$ cat src/rtl/alu_pkg.sv
// Shared types for the execute stage: ALU operation codes and the
// payload carried by the output main/skid registers.
package alu_pkg;

  localparam int DEFAULT_XLEN = 32;
  localparam int DEFAULT_REGW = 5;

  typedef enum logic [3:0] {
    OP_AND  = 4'b0000,
    OP_OR   = 4'b0001,
    OP_ADD  = 4'b0010,
    OP_XOR  = 4'b0011,
    OP_SLL  = 4'b0100,
    OP_SRL  = 4'b0101,
    OP_SUB  = 4'b0110,
    OP_SRA  = 4'b0111,
    OP_BEQ  = 4'b1000,
    OP_BNE  = 4'b1001,
    OP_PASS = 4'b1010,
    OP_RSVD = 4'b1011,
    OP_SLT  = 4'b1100,
    OP_BGE  = 4'b1101,
    OP_SLTU = 4'b1110,
    OP_BGEU = 4'b1111
  } alu_op_t;

  // One registered instruction result heading to EX/MEM.
  typedef struct packed {
    logic [DEFAULT_XLEN-1:0] result;
    logic                    flag;
    logic [DEFAULT_REGW-1:0] rd;
    logic                    regwrite;
  } ex_payload_t;

endpackage

$ cat src/rtl/alu_core.sv
// Purely combinational ALU: result and branch/compare flag for every code.
module alu_core
  import alu_pkg::*;
#(
  parameter int XLEN = DEFAULT_XLEN
) (
  input  alu_op_t         op,
  input  logic [XLEN-1:0] a,
  input  logic [XLEN-1:0] b,
  output logic [XLEN-1:0] result,
  output logic            flag
);

  logic [4:0] shamt;
  assign shamt = b[4:0];

  // Decode the operation; defaults keep unused codes at zero.
  always_comb begin
    result = '0;
    flag   = 1'b0;
    case (op)
      OP_AND:  result = a & b;
      OP_OR:   result = a | b;
      OP_ADD:  result = a + b;
      OP_XOR:  result = a ^ b;
      OP_SLL:  result = a << shamt;
      OP_SRL:  result = a >> shamt;
      OP_SUB:  result = a - b;
      OP_SRA:  result = $unsigned($signed(a) >>> shamt);
      OP_BEQ:  flag = (a == b);
      OP_BNE:  flag = (a != b);
      OP_SLT:  flag = ($signed(a) < $signed(b));
      OP_BGE:  flag = ($signed(a) >= $signed(b));
      OP_SLTU: flag = (a < b);
      OP_BGEU: flag = (a >= b);
      OP_PASS: begin
        result = b;
        flag   = 1'b1;
      end
      default: begin
        result = '0;
        flag   = 1'b0;
      end
    endcase
    // Compare codes return the compare bit zero-extended as the result.
    if (op == OP_BEQ || op == OP_BNE || op == OP_SLT ||
        op == OP_BGE || op == OP_SLTU || op == OP_BGEU)
      result = {{(XLEN-1){1'b0}}, flag};
  end

endmodule

$ cat src/rtl/ex_alu_stage.sv
// Execute stage: ALU plus a registered 2-entry (main + skid) output buffer.
//
// Handshake: a transfer happens on a rising edge where valid && ready are
// both high. in_ready is the inverse of the skid-valid flop, so it never
// depends combinationally on out_ready. out_* stay stable while
// out_valid && !out_ready. flush drops everything held and the same-cycle
// input; reset does the same and also zeroes the output data.
module ex_alu_stage
  import alu_pkg::*;
#(
  parameter int XLEN = DEFAULT_XLEN,
  parameter int REGW = DEFAULT_REGW
) (
  input  logic            clk,
  input  logic            reset,
  input  logic            flush,
  input  logic            in_valid,
  output logic            in_ready,
  input  logic [3:0]      in_operation,
  input  logic [XLEN-1:0] in_srca,
  input  logic [XLEN-1:0] in_srcb,
  input  logic [REGW-1:0] in_rd,
  input  logic            in_regwrite,
  output logic            out_valid,
  input  logic            out_ready,
  output logic [XLEN-1:0] out_result,
  output logic            out_flag,
  output logic [REGW-1:0] out_rd,
  output logic            out_regwrite
);

  logic            main_valid;
  logic            skid_valid;
  ex_payload_t     main_q;
  ex_payload_t     skid_q;
  ex_payload_t     new_pl;
  logic [XLEN-1:0] alu_result;
  logic            alu_flag;
  logic            accept;
  logic            drain;

  alu_core #(.XLEN(XLEN)) u_alu (
    .op     (alu_op_t'(in_operation)),
    .a      (in_srca),
    .b      (in_srcb),
    .result (alu_result),
    .flag   (alu_flag)
  );

  assign new_pl = '{result: alu_result, flag: alu_flag, rd: in_rd, regwrite: in_regwrite};

  assign in_ready = !skid_valid;
  assign accept   = in_valid && !skid_valid;
  assign drain    = main_valid && out_ready;

  // Main/skid occupancy and data movement.
  always_ff @(posedge clk) begin
    if (reset) begin
      main_valid <= 1'b0;
      skid_valid <= 1'b0;
      main_q     <= '0;
      skid_q     <= '0;
    end else if (flush) begin
      main_valid <= 1'b0;
      skid_valid <= 1'b0;
    end else if (skid_valid) begin
      // Input is stalled; the skid entry refills main as soon as main drains.
      if (drain) begin
        main_q     <= skid_q;
        skid_valid <= 1'b0;
      end
    end else if (accept) begin
      if (!main_valid || drain) begin
        main_q     <= new_pl;
        main_valid <= 1'b1;
      end else begin
        skid_q     <= new_pl;
        skid_valid <= 1'b1;
      end
    end else if (drain) begin
      main_valid <= 1'b0;
    end
  end

  assign out_valid    = main_valid;
  assign out_result   = main_q.result;
  assign out_flag     = main_q.flag;
  assign out_rd       = main_q.rd;
  assign out_regwrite = main_q.regwrite;

endmodule

$ cat config.mk
export PLATFORM = sky130hd
export DESIGN_NAME = ex_alu_stage
export DESIGN_NICKNAME = d
export VERILOG_FILES = /design/src/rtl/alu_pkg.sv /design/src/rtl/alu_core.sv /design/src/rtl/ex_alu_stage.sv
export SDC_FILE = /design/constraint.sdc
export NUM_CORES = 1
export LEC_CHECK = 0
export BUFFER_PORTS_ARGS = -buffer_cell sky130_fd_sc_hd__buf_4
export CAP_MARGIN = 20
export CORE_MARGIN = 4
export CORE_UTILIZATION = 59
export DETAILED_ROUTE_END_ITERATION = 7
export PLACE_DENSITY = 0.8
export SLEW_MARGIN = 20
export SYNTH_ARGS = -nofsm -noshare
export SYNTH_HDL_FRONTEND = slang
export SYNTH_HIERARCHICAL = 1
export SYNTH_SLANG_ARGS = --single-unit
$ cat constraint.sdc
create_clock -name clk -period 5.82 [get_ports clk]
set_input_delay 0.582 -clock clk [delete_from_list [all_inputs] [get_ports clk]]
set_output_delay 0.582 -clock clk [all_outputs]
set_load 0.1 [all_outputs]
==> metrics.md <==
| Metric | Value |
|---|---|
| Pre-CTS setup slack | `1.22 ns` |
| Fmax | `227 MHz` |
| Met1 WL | `20.5 mm` |
| Synth Cell Area | `13,600 sq um` |
| Initial core utilization | `0.599` |
| Vias in the first global route | `13,800` |
| Antenna-violating nets left | `0` |
| Placed instance area | `around 14,000 sq um` |
| Status | `complete, but fails checks` |
| Die extent in x | `160 microns` |
| Relative slew slack | `0.196` |
| CP Max Fanout | `47` |
| CP Data Required Time | `between 6 and 7 ns` |
| Top sig layer | `met4` |
| TritonCTS clock tree | `built` |
| Synth area leaders | `dfxtp_1, ha_1, mux2i_1` |
| Fin. max-slew vios | `0` |
| CP endpoint kind | `register` |
| Commonest non-fill, non-tap cell in the layout | `nor2_1` |
| Final setup fails | `0` |
| 1st-iter DRT viols | `around 2,400` |
| Via Count | `about 15,000` |
| WS Path Type | `input port to register` |
| Hold-fix buffers, CTS | `0` |
| Post_cts resized | `0` |
| Top cell type's share of synthesized area | `0.118` |
| Cts bufs inserted | `9` |
| Setup total negative slack | `0 ns` |
| Gr ovfl total | `0` |
| Synth Register Bits | `80` |
| Routed length on met3 | `between 6 and 7 mm` |
| Post-synth top area cell | `dfxtp_1` |
| Ratio of cells with drive above 1 in the final layout | `0.158` |
| Worst-case clock skew | `approximately 0.0075 ns` |
| CP max-delay cell | `o31ai_1` |
| IO Count | `120` |
| Die height | `160 microns` |
| Minimum clock period | `about 4.4 ns` |
| First-pass DRT Iterations | `8` |
| CP arrival | `4.62 ns` |
| Hpwl dp | `between 40 and 50 mm` |
| Synth unique cells | `90` |
| Avg Cell Area, Syn | `between 7 and 8 sq um` |
| Die area | `approximately 25,000 sq um` |
| Async SR Flop Fraction | `0` |
| DR WL/cell | `25.8 microns` |
| Synth Flop Type | `dfxtp_1` |
| Failing checks | `DRC` |
| Port Buffer Count | `119` |
| Clk slew on worst S/H paths | `0.06 ns` |
| Gr usage total | `0.401` |
| Final worst setup slack | `1.42 ns` |
| Root buffer cell | `clkbuf_16` |
| Via/cell ratio | `7.14` |
| Maximum VDD drop | `roughly 0.15 mV` |
| Crit start category | `input port` |
| Largest net degree at the start of global routing | `159` |
| CTS H-Tree Depth | `3` |
| Fin. Hold Viols | `0` |
| Max Cap Violations | `0` |
| Synth Instances | `around 1,800` |
| Met2 wire len | `23.4 mm` |
| Register area share after synthesis | `0.118` |
| FILL cells | `approximately 2,000` |
| Commonest non-fill, non-tap cells in the layout | `nor2_1, buf_4, mux2i_1` |
| RSZ-0062 raised after global routing | `false` |
| Final core occ | `0.651` |
| CTS Sinks | `80` |
| Syn-to-layout area delta | `8.69%` |
| Initial antenna violation count | `0` |
| DR DRC count | `5` |
| DRT Wirelength | `53.9 mm` |
| Antenna cells | `0` |
| Rows | `55` |
| Net Count, Synth | `1,979` |
| Period utilisation layout | `0.756` |
| Crit-path cells | `buf_4 -> ha_1 -> fa_1 -> nor3_1 -> o31ai_1 -> a31oi_1 -> nor3_1 -> o221ai_1 -> a211oi_1 -> mux2i_1 -> nand4_1 -> mux2i_1 -> nor2_1 -> mux2_4` |
| Core area | `22,600 sq um` |
| Clk_lat worst skew | `about 0.33 ns` |
| Slew @ Worst Pin | `1.20 ns` |
| Ys Warns | `6` |
| CTS max path bufs | `2` |
| Post-synth EDFFs | `0` |
| Final GP Congestion | `1.13` |
| PwrDens | `168 nW/um^2` |
| Post-CTS repair timing setup buffer count | `0` |
| Min-Delay Path Class | `input port to register` |
| Layout Nets | `1,991` |
| Leakage Power | `about 6 nW` |
| Design area | `14,700 sq um` |
| Largest incremental delay on the critical path | `0.53 ns` |
| First-pass GRT wire length | `81.9 mm` |
-- worst paths after layout --
path                                              start                     endpoint  slack, ns  depth (start not counted)
worst max-delay path                         in_srcb[0]  out_result[30]$_SDFFE_PP0P_       1.42                         14
worst min-delay path                              flush       out_valid$_SDFFE_PP0P_       0.47                          2
worst max register to register    skid_valid$_SDFF_PP0_       out_rd[3]$_SDFFE_PP0P_       3.53                          4
worst min register to register  skid_q[37]$_SDFFE_PP0P_      skid_q[37]$_SDFFE_PP0P_       0.47                          2
-- power breakdown --
group	switching [mW]	leakage [nW]	internal, mW	total [mW]
clock network	0.226	0.145	0.377	0.604
logic	0.863	5.33	0.441	1.30
registers	0.00991	0.649	0.566	0.576
total	1.10	6.12	1.38	2.48
-- metrics by stage --
stage,hold WS (ns),std cells,power [mW]
2_1_floorplan,0.448,1789,1.46
3_3_place_gp,0.458,2074,1.82
3_5_place_dp,0.468,2074,1.84
4_1_cts,0.450,2090,2.44
5_1_grt,0.458,2091,2.59
6_report,0.468,2091,2.48
-- Yosys cell counts (all sizes together) (5+ instances only) --
master,number
a31oi,13
and3,8
nor2,177
nand2b,91
o311ai,5
mux2,62
a311oi,5
o2111ai,7
a22oi,11
o22ai,18
o211ai,17
a21oi,113
nand2,113
a222oi,19
mux2i,129
ha,109
a221o,18
nand4,14
o221ai,14
and2,9
a221oi,22
nand3,43
a211o,12
dfxtp,80
a21o,13
or3,16
buf,59
o21bai,13
o21a,10
nor2b,56
o21ai,115
nor4,15
a211oi,32
inv,109
mux4,43
clkbuf,86
nor3,29
o221a,5
o31ai,10
-- state kept, by name, indices dropped and copies added, names as in the netlist --
| register | flops |
|---|---|
| skid_q | 39 |
| out_result | 32 |
| out_rd | 5 |
| out_flag | 1 |
| out_regwrite | 1 |
| out_valid | 1 |
| skid_valid | 1 |
-- metal layers --
metal  global-route usage  vias up
li1                     -     6652
met1                0.521     6982
met2                0.629     1094
met3                0.106      211
met4                0.176        0
met5                    0        -
-- area by class of cell --
cell class / count / area [sq um] / area share
clock buffers: 10 / 229 / 0.0155
clock inverters: 6 / 91.3 / 0.00619
inverters: 110 / 413 / 0.0280
multi-input cells: 1454 / 11000 / 0.743
flip-flops and latches: 80 / 1600 / 0.109
well taps: 285 / 357 / 0.0242
repair buffers: 146 / 1100 / 0.0748
-- worst max-delay path: cells and delay by family --
family	cells	cell delay (ns)
muxes	3	0.71
adders and majority gates	2	0.53
buffers and inverters	1	0.49
and+or+nand+nor	4	0.77
AOI/OAI and AO/OA	4	1.52
-- cells by family (layout without fill, tap and decap cells) --
kind of cell / count (synthesis) / count (layout) / share of synthesized area
and+or+nand+nor: 592 / 592 / 0.217
xor gates and xnor gates: 2 / 2 / 0.00129
AOI/OAI and AO/OA: 515 / 515 / 0.260
adders and majority gates: 111 / 111 / 0.103
DFF: 80 / 80 / 0.118
buffers and inverters: 255 / 272 / 0.0792
muxes: 234 / 234 / 0.221
Note: power is estimated with default switching activity, not from simulation.
